==> src/rtl/sprite_tile_scheduler_if.sv <==
// sprite_tile_scheduler_if: sprite table, texture memory and pixel-array buses of the tile scheduler.
interface sprite_tile_scheduler_if #(parameter int SPR_AW = 4, parameter int TEX_AW = 12);
    logic [SPR_AW-1:0]    o_spr_addr;
    logic [TEX_AW+17:0]   i_spr_data;
    logic                 o_tex_req;
    logic [TEX_AW-1:0]    o_tex_addr;
    logic                 i_tex_ack;
    logic [127:0]         i_tex_data;
    logic                 o_sp_ena;
    logic [127:0]         o_sp_texture_data;
    logic [4:0]           o_sp_start_x;
    logic [4:0]           o_sp_start_y;
    logic [7:0]           o_sp_position_z;
    logic [3:0]           o_sp_row;
    modport master (
        output o_spr_addr, o_tex_req, o_tex_addr, o_sp_ena, o_sp_texture_data,
        output o_sp_start_x, o_sp_start_y, o_sp_position_z, o_sp_row,
        input  i_spr_data, i_tex_ack, i_tex_data
    );
    modport slave (
        input  o_spr_addr, o_tex_req, o_tex_addr, o_sp_ena, o_sp_texture_data,
        input  o_sp_start_x, o_sp_start_y, o_sp_position_z, o_sp_row,
        output i_spr_data, i_tex_ack, i_tex_data
    );
endinterface

==> src/rtl/sprite_tile_scheduler.sv <==
// sprite_tile_scheduler: walks the sprite table, fetches 16 texture rows per sprite and broadcasts them, then a z=0 background pass.
// SPRITE_CULL_EN: when defined, sprites with x==0 or y==0 are skipped without fetching.
module sprite_tile_scheduler #(
    parameter int MAX_SPRITES = 16,
    parameter int SPR_AW      = 4,
    parameter int TEX_AW      = 12,
    parameter int ROWS        = 16,
    parameter int BG_TEX_BASE = 0
) (
    input  logic              clk,
    input  logic              reset,
    input  logic              i_frame_start,
    input  logic [SPR_AW:0]   i_sprite_count,
    output logic              o_busy,
    output logic              o_done,
    sprite_tile_scheduler_if.master bus
);
    localparam int RW = $clog2(ROWS);
    localparam logic [SPR_AW:0] MAXC = (SPR_AW+1)'(MAX_SPRITES);
    typedef enum logic [3:0] {IDLE, SPR_READ, SPR_WAIT, TEX_REQ, TEX_WAIT, ISSUE, BG_REQ, BG_WAIT, BG_ISSUE, DONE} state_t;
    state_t state_q, state_d, nxt_spr;
    logic [SPR_AW:0] cnt_q, cnt_d;
    logic [SPR_AW-1:0] idx_q, idx_d;
    logic [RW-1:0] row_q, row_d, orow_q, orow_d;
    logic [TEX_AW-1:0] base_q, base_d;
    logic [7:0] z_q, z_d, oz_q, oz_d;
    logic [4:0] x_q, x_d, y_q, y_d, ox_q, ox_d, oy_q, oy_d;
    logic [127:0] data_q, data_d;
    logic ena_q, ena_d, skip, last_spr, last_row, fetch, bg;
    always_ff @(posedge clk or posedge reset) begin
        if (reset) begin
            state_q <= IDLE;
            cnt_q   <= '0;
            idx_q   <= '0;
            row_q   <= '0;
            base_q  <= '0;
            x_q     <= '0;
            y_q     <= '0;
            z_q     <= '0;
            ena_q   <= 1'b0;
            data_q  <= '0;
            ox_q    <= '0;
            oy_q    <= '0;
            oz_q    <= '0;
            orow_q  <= '0;
        end else begin
            state_q <= state_d;
            cnt_q   <= cnt_d;
            idx_q   <= idx_d;
            row_q   <= row_d;
            base_q  <= base_d;
            x_q     <= x_d;
            y_q     <= y_d;
            z_q     <= z_d;
            ena_q   <= ena_d;
            data_q  <= data_d;
            ox_q    <= ox_d;
            oy_q    <= oy_d;
            oz_q    <= oz_d;
            orow_q  <= orow_d;
        end
    end
    always_comb begin
        state_d  = state_q;
        cnt_d    = cnt_q;
        idx_d    = idx_q;
        row_d    = row_q;
        base_d   = base_q;
        x_d      = x_q;
        y_d      = y_q;
        z_d      = z_q;
        ena_d    = 1'b0;
        data_d   = data_q;
        ox_d     = ox_q;
        oy_d     = oy_q;
        oz_d     = oz_q;
        orow_d   = orow_q;
        bg       = state_q inside {BG_REQ, BG_WAIT};
        fetch    = bus.i_tex_ack && (state_q inside {TEX_REQ, TEX_WAIT, BG_REQ, BG_WAIT});
        last_row = row_q == RW'(ROWS-1);
        last_spr = (SPR_AW+1)'(idx_q) >= cnt_q - (SPR_AW+1)'(1);
        nxt_spr  = last_spr ? BG_REQ : SPR_READ;
`ifdef SPRITE_CULL_EN
        skip = bus.i_spr_data[17:10] == 8'd0 || bus.i_spr_data[4:0] == 5'd0 || bus.i_spr_data[9:5] == 5'd0;
`else
        skip = bus.i_spr_data[17:10] == 8'd0;
`endif
        // The beat registers load on the ack so they hold steady between beats.
        if (fetch) begin
            ena_d  = 1'b1;
            data_d = bus.i_tex_data;
            ox_d   = bg ? 5'd0 : x_q;
            oy_d   = bg ? 5'd0 : y_q;
            oz_d   = bg ? 8'd0 : z_q;
            orow_d = row_q;
        end
        case (state_q)
            IDLE: if (i_frame_start) begin
                cnt_d   = i_sprite_count > MAXC ? MAXC : i_sprite_count;
                idx_d   = '0;
                row_d   = '0;
                state_d = i_sprite_count == '0 ? BG_REQ : SPR_READ;
            end
            SPR_READ: state_d = SPR_WAIT;
            SPR_WAIT: begin
                {base_d, z_d, y_d, x_d} = bus.i_spr_data;
                state_d = skip ? nxt_spr : TEX_REQ;
                idx_d   = skip && !last_spr ? idx_q + 1'b1 : idx_q;
            end
            TEX_REQ, TEX_WAIT: state_d = fetch ? ISSUE : TEX_WAIT;
            ISSUE: begin
                row_d   = last_row ? '0 : row_q + 1'b1;
                state_d = last_row ? nxt_spr : TEX_REQ;
                idx_d   = last_row && !last_spr ? idx_q + 1'b1 : idx_q;
            end
            BG_REQ, BG_WAIT: state_d = fetch ? BG_ISSUE : BG_WAIT;
            BG_ISSUE: begin
                row_d   = last_row ? '0 : row_q + 1'b1;
                state_d = last_row ? DONE : BG_REQ;
            end
            DONE: state_d = IDLE;
            default: state_d = IDLE;
        endcase
    end
    assign o_busy                = !(state_q inside {IDLE, DONE});
    assign o_done                = state_q == DONE;
    assign bus.o_spr_addr        = idx_q;
    assign bus.o_tex_req         = state_q inside {TEX_REQ, TEX_WAIT, BG_REQ, BG_WAIT};
    assign bus.o_tex_addr        = (bg ? TEX_AW'(BG_TEX_BASE) : base_q) + TEX_AW'(row_q);
    assign bus.o_sp_ena          = ena_q;
    assign bus.o_sp_texture_data = data_q;
    assign bus.o_sp_start_x      = ox_q;
    assign bus.o_sp_start_y      = oy_q;
    assign bus.o_sp_position_z   = oz_q;
    assign bus.o_sp_row          = orow_q;
endmodule
==> src/flat_wrapper.sv <==
// flat-port wrapper written by rule: the top's interface ports become plain ports
module sprite_tile_scheduler_flat 
#(
    parameter int MAX_SPRITES = 16,
    parameter int SPR_AW      = 4,
    parameter int TEX_AW      = 12,
    parameter int ROWS        = 16,
    parameter int BG_TEX_BASE = 0
)
  (clk, reset, i_frame_start, i_sprite_count, o_busy, o_done, bus_o_spr_addr, bus_o_tex_req, bus_o_tex_addr, bus_o_sp_ena, bus_o_sp_texture_data, bus_o_sp_start_x, bus_o_sp_start_y, bus_o_sp_position_z, bus_o_sp_row, bus_i_spr_data, bus_i_tex_ack, bus_i_tex_data);
  sprite_tile_scheduler_if #(.SPR_AW(SPR_AW), .TEX_AW(TEX_AW)) bus_i ();
  input  logic clk;
  input  logic reset;
  input  logic i_frame_start;
  input  logic [SPR_AW:0] i_sprite_count;
  output logic o_busy;
  output logic o_done;
  output wire logic [$bits(bus_i.o_spr_addr)-1:0] bus_o_spr_addr;
  output wire logic [$bits(bus_i.o_tex_req)-1:0] bus_o_tex_req;
  output wire logic [$bits(bus_i.o_tex_addr)-1:0] bus_o_tex_addr;
  output wire logic [$bits(bus_i.o_sp_ena)-1:0] bus_o_sp_ena;
  output wire logic [$bits(bus_i.o_sp_texture_data)-1:0] bus_o_sp_texture_data;
  output wire logic [$bits(bus_i.o_sp_start_x)-1:0] bus_o_sp_start_x;
  output wire logic [$bits(bus_i.o_sp_start_y)-1:0] bus_o_sp_start_y;
  output wire logic [$bits(bus_i.o_sp_position_z)-1:0] bus_o_sp_position_z;
  output wire logic [$bits(bus_i.o_sp_row)-1:0] bus_o_sp_row;
  input wire logic [$bits(bus_i.i_spr_data)-1:0] bus_i_spr_data;
  input wire logic [$bits(bus_i.i_tex_ack)-1:0] bus_i_tex_ack;
  input wire logic [$bits(bus_i.i_tex_data)-1:0] bus_i_tex_data;
  assign bus_o_spr_addr = bus_i.o_spr_addr;
  assign bus_o_tex_req = bus_i.o_tex_req;
  assign bus_o_tex_addr = bus_i.o_tex_addr;
  assign bus_o_sp_ena = bus_i.o_sp_ena;
  assign bus_o_sp_texture_data = bus_i.o_sp_texture_data;
  assign bus_o_sp_start_x = bus_i.o_sp_start_x;
  assign bus_o_sp_start_y = bus_i.o_sp_start_y;
  assign bus_o_sp_position_z = bus_i.o_sp_position_z;
  assign bus_o_sp_row = bus_i.o_sp_row;
  assign bus_i.i_spr_data = bus_i_spr_data;
  assign bus_i.i_tex_ack = bus_i_tex_ack;
  assign bus_i.i_tex_data = bus_i_tex_data;
  sprite_tile_scheduler #(.MAX_SPRITES(MAX_SPRITES), .SPR_AW(SPR_AW), .TEX_AW(TEX_AW), .ROWS(ROWS), .BG_TEX_BASE(BG_TEX_BASE)) u_core (.clk(clk), .reset(reset), .i_frame_start(i_frame_start), .i_sprite_count(i_sprite_count), .o_busy(o_busy), .o_done(o_done), .bus(bus_i));
endmodule
==> config.mk <==
export PLATFORM = sky130hd
export DESIGN_NAME = sprite_tile_scheduler_flat
export DESIGN_NICKNAME = d
export VERILOG_FILES = /design/src/rtl/sprite_tile_scheduler_if.sv /design/src/rtl/sprite_tile_scheduler.sv /design/src/flat_wrapper.sv
export SDC_FILE = /design/constraint.sdc
export NUM_CORES = 1
export LEC_CHECK = 0
export CAP_MARGIN = 20
export CORE_ASPECT_RATIO = 1.1
export CORE_MARGIN = 8
export CORE_UTILIZATION = 41
export CTS_BUF_LIST = sky130_fd_sc_hd__clkbuf_4 sky130_fd_sc_hd__clkbuf_8
export DETAILED_ROUTE_END_ITERATION = 7
export PLACE_DENSITY = 0.9
export SYNTH_ARGS = -nofsm -noshare
export SYNTH_HDL_FRONTEND = slang
export SYNTH_SLANG_ARGS = --single-unit
export TNS_END_PERCENT = 50
==> constraint.sdc <==
create_clock -name clk -period 6.1 [get_ports clk]
set_input_delay 1.22 -clock clk [delete_from_list [all_inputs] [get_ports clk]]
set_output_delay 1.22 -clock clk [all_outputs]
set_load 0.01 [all_outputs]
# == After elaboration in Yosys (flattened, before gate mapping) ==
# Cells that the tools add are included.
# totals
reg_bits,198
latchBits,0
ram_bits,0
mem_bits_ro,0
in_bits,167
out_inout_bits,170
word_cells,73
mem_count,0
# classes
addsub,4
multipliers,0
div,0
order_cmp,2
eq_ne,13
shift,0
muxes,21
n_bitwise,0
n_reduce_logical,19
# ops
op,n
$mux W4,9
$pmux W4 S7,1
$eq A4 B3 Y1 const B,4
$mux W5,3
$add A12 B4 Y12,1
$eq A4 B4 Y1 const B,3
$mux W12,1
$pmux W4 S3,1
$add A4 B1 Y4 const B,2
$eq A4 B2 Y1 const B,2
$logic_not A8 Y1,1
$mux W8,1
$pmux W4 S2,1
$mux W3,2
$reduce_bool A2 Y1,3
$reduce_or A2 Y1,3
$ge A4 B5 Y1,1
$gt A5 B5 Y1 const B,1
$logic_not A5 Y1,1
$sub A5 B1 Y5 const B,1
$eq A4 B1 Y1 const B,1
$logic_not A4 Y1,1
$ne A2 B1 Y1 const B,2
$reduce_and A2 Y1,2
other kinds (7),11

# == Longest topological paths before layout ==
# logic_depth
ltp_word,6
mapped_depth,11
depth_no_buf,9

# == Least setup slack after synthesis ==
# OpenSTA, ideal clock, no wires.
# synth_timing
path_type,register to output
start,register u_core.state_q[3]
end,output port bus_o_tex_addr[10]
arrival_ns,2.407
slack_ns,2.473
path_stages_with_launch,12
path_buffers,2
cell_sequence,dfrtp_1 buf_2 nand3b_1 clkbuf_1 and2_1 ha_1 fa_1 a21o_1 a21oi_1 nand3b_1 xor2_1 nor2_1
# synth_between
elab_chain_len,4
# synth_lines
element,line_no,source
start: declaration,sprite_tile_scheduler.sv:21,"state_t state_q, state_d, nxt_spr;"
start signal: assignment,sprite_tile_scheduler.sv:47,state_q <= state_d;
$eq A4 B3 Y1,sprite_tile_scheduler.sv:78,"bg = state_q inside {BG_REQ, BG_WAIT};"
$reduce_bool A2 Y1 *,sprite_tile_scheduler.sv:78,
$mux W12 *,sprite_tile_scheduler.sv:129,assign bus.o_tex_addr = (bg ? TEX_AW'(BG_TEX_BASE) : base_q) + TEX_AW'(row_q);
$add A12 B4 Y12 *,sprite_tile_scheduler.sv:129,
end: declaration,flat_wrapper.sv:20,output wire logic [$bits(bus_i.o_tex_addr)-1:0] bus_o_tex_addr;
# Every way passes the cells marked *; elsewhere a longest branch is shown, timed or not.

# == Worst setup path in the final report ==
# Ends and elaborated chain as after synthesis.

==> out/qor.yml <==
syn_nets: 750
clock_latency_ps: 450
wire_per_inst_um: 21.13
cts_tree: "yes"
wl_um: 24700
numCtsBuffers: 17
remaining_drc_errors: 0
cts_hold_buf: 0
hold_viol: 0
synthDistinctLibCells: 52
clk_pin_slew_ps: 110
grt_antenna_before_repair: 0
io_pins: 337
cp-start-kind: "flop"
grt-ovfl-total: 0
drv_slew: 0
setup_tns_ps: 0
nets: 1080
die_y_um: 166.9
antenna_cells: 0
hold_depth: 1
synthFlopType: "dfrtp_1"
ff2ff_path_depth: 5
drt-pass1-iter-count: 4
row_count: 55
place.gp.congestion: 0.9101
yosys_warnings: 0
ctsResizeCount: 0
max_freq_mhz: 196.3
grt_setup_unrepaired: "no"
post-cts-setup-buffers: 0
vias: 5902
coreArea_um2: 20440
cts-root-buf: "clkbuf_8"
crit_fanout: 19
fin_crit_ps: 5094
end_kind: "primary output"
hpwlAfterDp_um: 18810
via_per_inst: 5.049
initialDrtViolationCount: 314
mappedNetlistArea_um2: 8486
finClkSkew_ps: 20.76
cp.required_ps: 4880
synth_cells: 571
clk_path_buf_depth: 2
finalWorstSetupSlack_ps: 1006
relSlewSlack_pct: 30.39
hold_ws_ps: 506.8
setup_viol: 0
max_cap_violations: 0
grt_max_degree: 199
peakVddDrop_mv: 0.2798
placement.setup.worst_slack_ps: 1521
hp-class: "reg2reg"
grt_use_total_pct: 18.93
yosys_register_bits: 198
start_util_pct: 41.52
die-area_um2: 25560
tightestPinTransition_ps: 1044
timing.final.crit_share_pct: 83.50
worst-endpoint-arrival_ps: 3870
p_per_area_nw_per_um2: 517.0
syn_avg_cell_area_um2: 14.86
cts_sinks: 198
fin_area_um2: 12450
die_x_um: 153.2
synth.yosys.seq_area_share_pct: 58.39
leakage_nw: 5.515
grt_pass1_vias: 6311
ant_nets: 0
synth_edf_count: 0
status: "finished clean"
cts.htree.levels: 4
async_flop_share_pct: 100.0
dpl_cell_area_um2: 12050
portBuffers: 336
final_layout_size_suffix_gt1_share_pct: 22.78
area_delta_synth_final_pct: 46.73
worst-setup-path-type: "reg2out"
grt_first_pass_wirelength_um: 38010
## critical path, stage by stage (launching register included)
cell	delay, ps
dfrtp_1	620
nand3b_1	510
and2_1	300
ha_1	200
fa_1	410
a21o_1	170
a21oi_1	300
nand3b_1	190
xor2_1	180
nor2_1	60
clkdlybuf4s50_1	480
## stage by stage
step / power [mW] / util, % / std cells
after CTS: 6.505 / 60.92 / 1169
after global placement: 5.494 / 58.93 / 1138
final: 6.437 / 60.92 / 1169
after global routing: 6.789 / 60.92 / 1169
after floorplan: 4.015 / - / 571
after detailed placement: 5.626 / 58.93 / 1138
## state kept, by name, summed over array words and instances, names as in the netlist
register                      count
u_core.bus.o_sp_texture_data    128
u_core.base_q                    12
u_core.bus.o_sp_position_z        8
u_core.z_q                        8
u_core.bus.o_sp_start_x           5
u_core.bus.o_sp_start_y           5
u_core.cnt_q                      5
u_core.x_q                        5
u_core.y_q                        5
u_core.bus.o_sp_row               4
u_core.bus.o_spr_addr             4
u_core.row_q                      4
u_core.state_q                    4
u_core.bus.o_sp_ena               1
## cells by family after synthesis
| kind of cell | Yosys count | synth area share, % |
|---|---|---|
| XOR/XNOR | 9 | 0.9289 |
| AO/OA/AOI/OAI | 64 | 5.426 |
| multiplexers | 166 | 25.13 |
| adder cells (fa/ha/maj) | 12 | 1.858 |
| AND/OR/NAND/NOR | 86 | 5.795 |
| flip-flops | 198 | 58.39 |
| buffers and inverters | 36 | 2.477 |
## where the power goes
| part | internal (mW) | switching (mW) |
|---|---|---|
| sequential | 1.94 | 0.401 |
| combinational | 2.01 | 1.23 |
| clock | 0.349 | 0.510 |
## placed cells by master, fill, tap and decap left out, types with 3 or more instances in the layout
master,instances
a21o_1,5
a21oi_1,11
a22o_1,18
a31o_2,3
and2_1,6
and3_1,5
buf_4,3
clkbuf_8,17
clkdlybuf4s50_1,336
clkinv_4,3
clkinv_8,3
dfrtp_1,198
ha_1,11
inv_1,6
inv_8,3
mux2_2,92
mux2_4,71
mux2i_1,3
nand2_1,23
nand2b_1,7
nand3_1,5
nand3b_1,5
nor2_1,11
nor3_1,5
o21ai_0,13
xnor2_1,4
xor2_1,5
## layer usage
| metal | track usage [%] | vias up | wire (um) |
|---|---|---|---|
| li1 | - | 2697 | - |
| met1 | 21.79 | 2951 | 9717 |
| met2 | 33.88 | 236 | 12940 |
| met3 | 5.540 | 18 | 1664 |
| met4 | 4.565 | 0 | 372 |
| met5 | 0 | - | 0 |
## cell type report
cell class                 instances  area (um2)
clock buffer                      18       241.5
clock inverter                    13       163.9
fill                            1535        7988
inverter                           7       30.03
multi-input combinational        337        3334
sequential                       198        4955
tap                              256       320.3
timing repair buffer             340        3406
## synth_stat cells (6+ instances only)
cell type | instances | share of area [%]
nor2_1 | 11 | 0.49
buf_2 | 11 | 0.65
buf_6 | 8 | 1.1
clkbuf_1 | 9 | 0.40
a22o_1 | 18 | 1.9
inv_1 | 7 | 0.31
nand2b_1 | 7 | 0.52
o21ai_0 | 13 | 0.77
and2_1 | 6 | 0.44
a21oi_1 | 11 | 0.65
nand2_1 | 23 | 1.0
mux2_2 | 92 | 12
dfrtp_1 | 198 | 58
ha_1 | 11 | 1.6
mux2_4 | 71 | 13
## worst paths after layout
kind	from	to	slack (ps)
max	u_core.state_q[3]	bus_o_tex_addr[10]	1010
min	u_core.y_q[2]	u_core.bus.o_sp_start_y[2]	510
max reg2reg	u_core.state_q[3]	u_core.bus.o_sp_texture_data[36]	2750
min reg2reg	u_core.y_q[2]	u_core.bus.o_sp_start_y[2]	510
max in group asynchronous	reset	u_core.cnt_q[1]	3900
min in group asynchronous	reset	u_core.bus.o_sp_texture_data[25]	1460
Note: power is estimated with default switching activity, not from simulation.
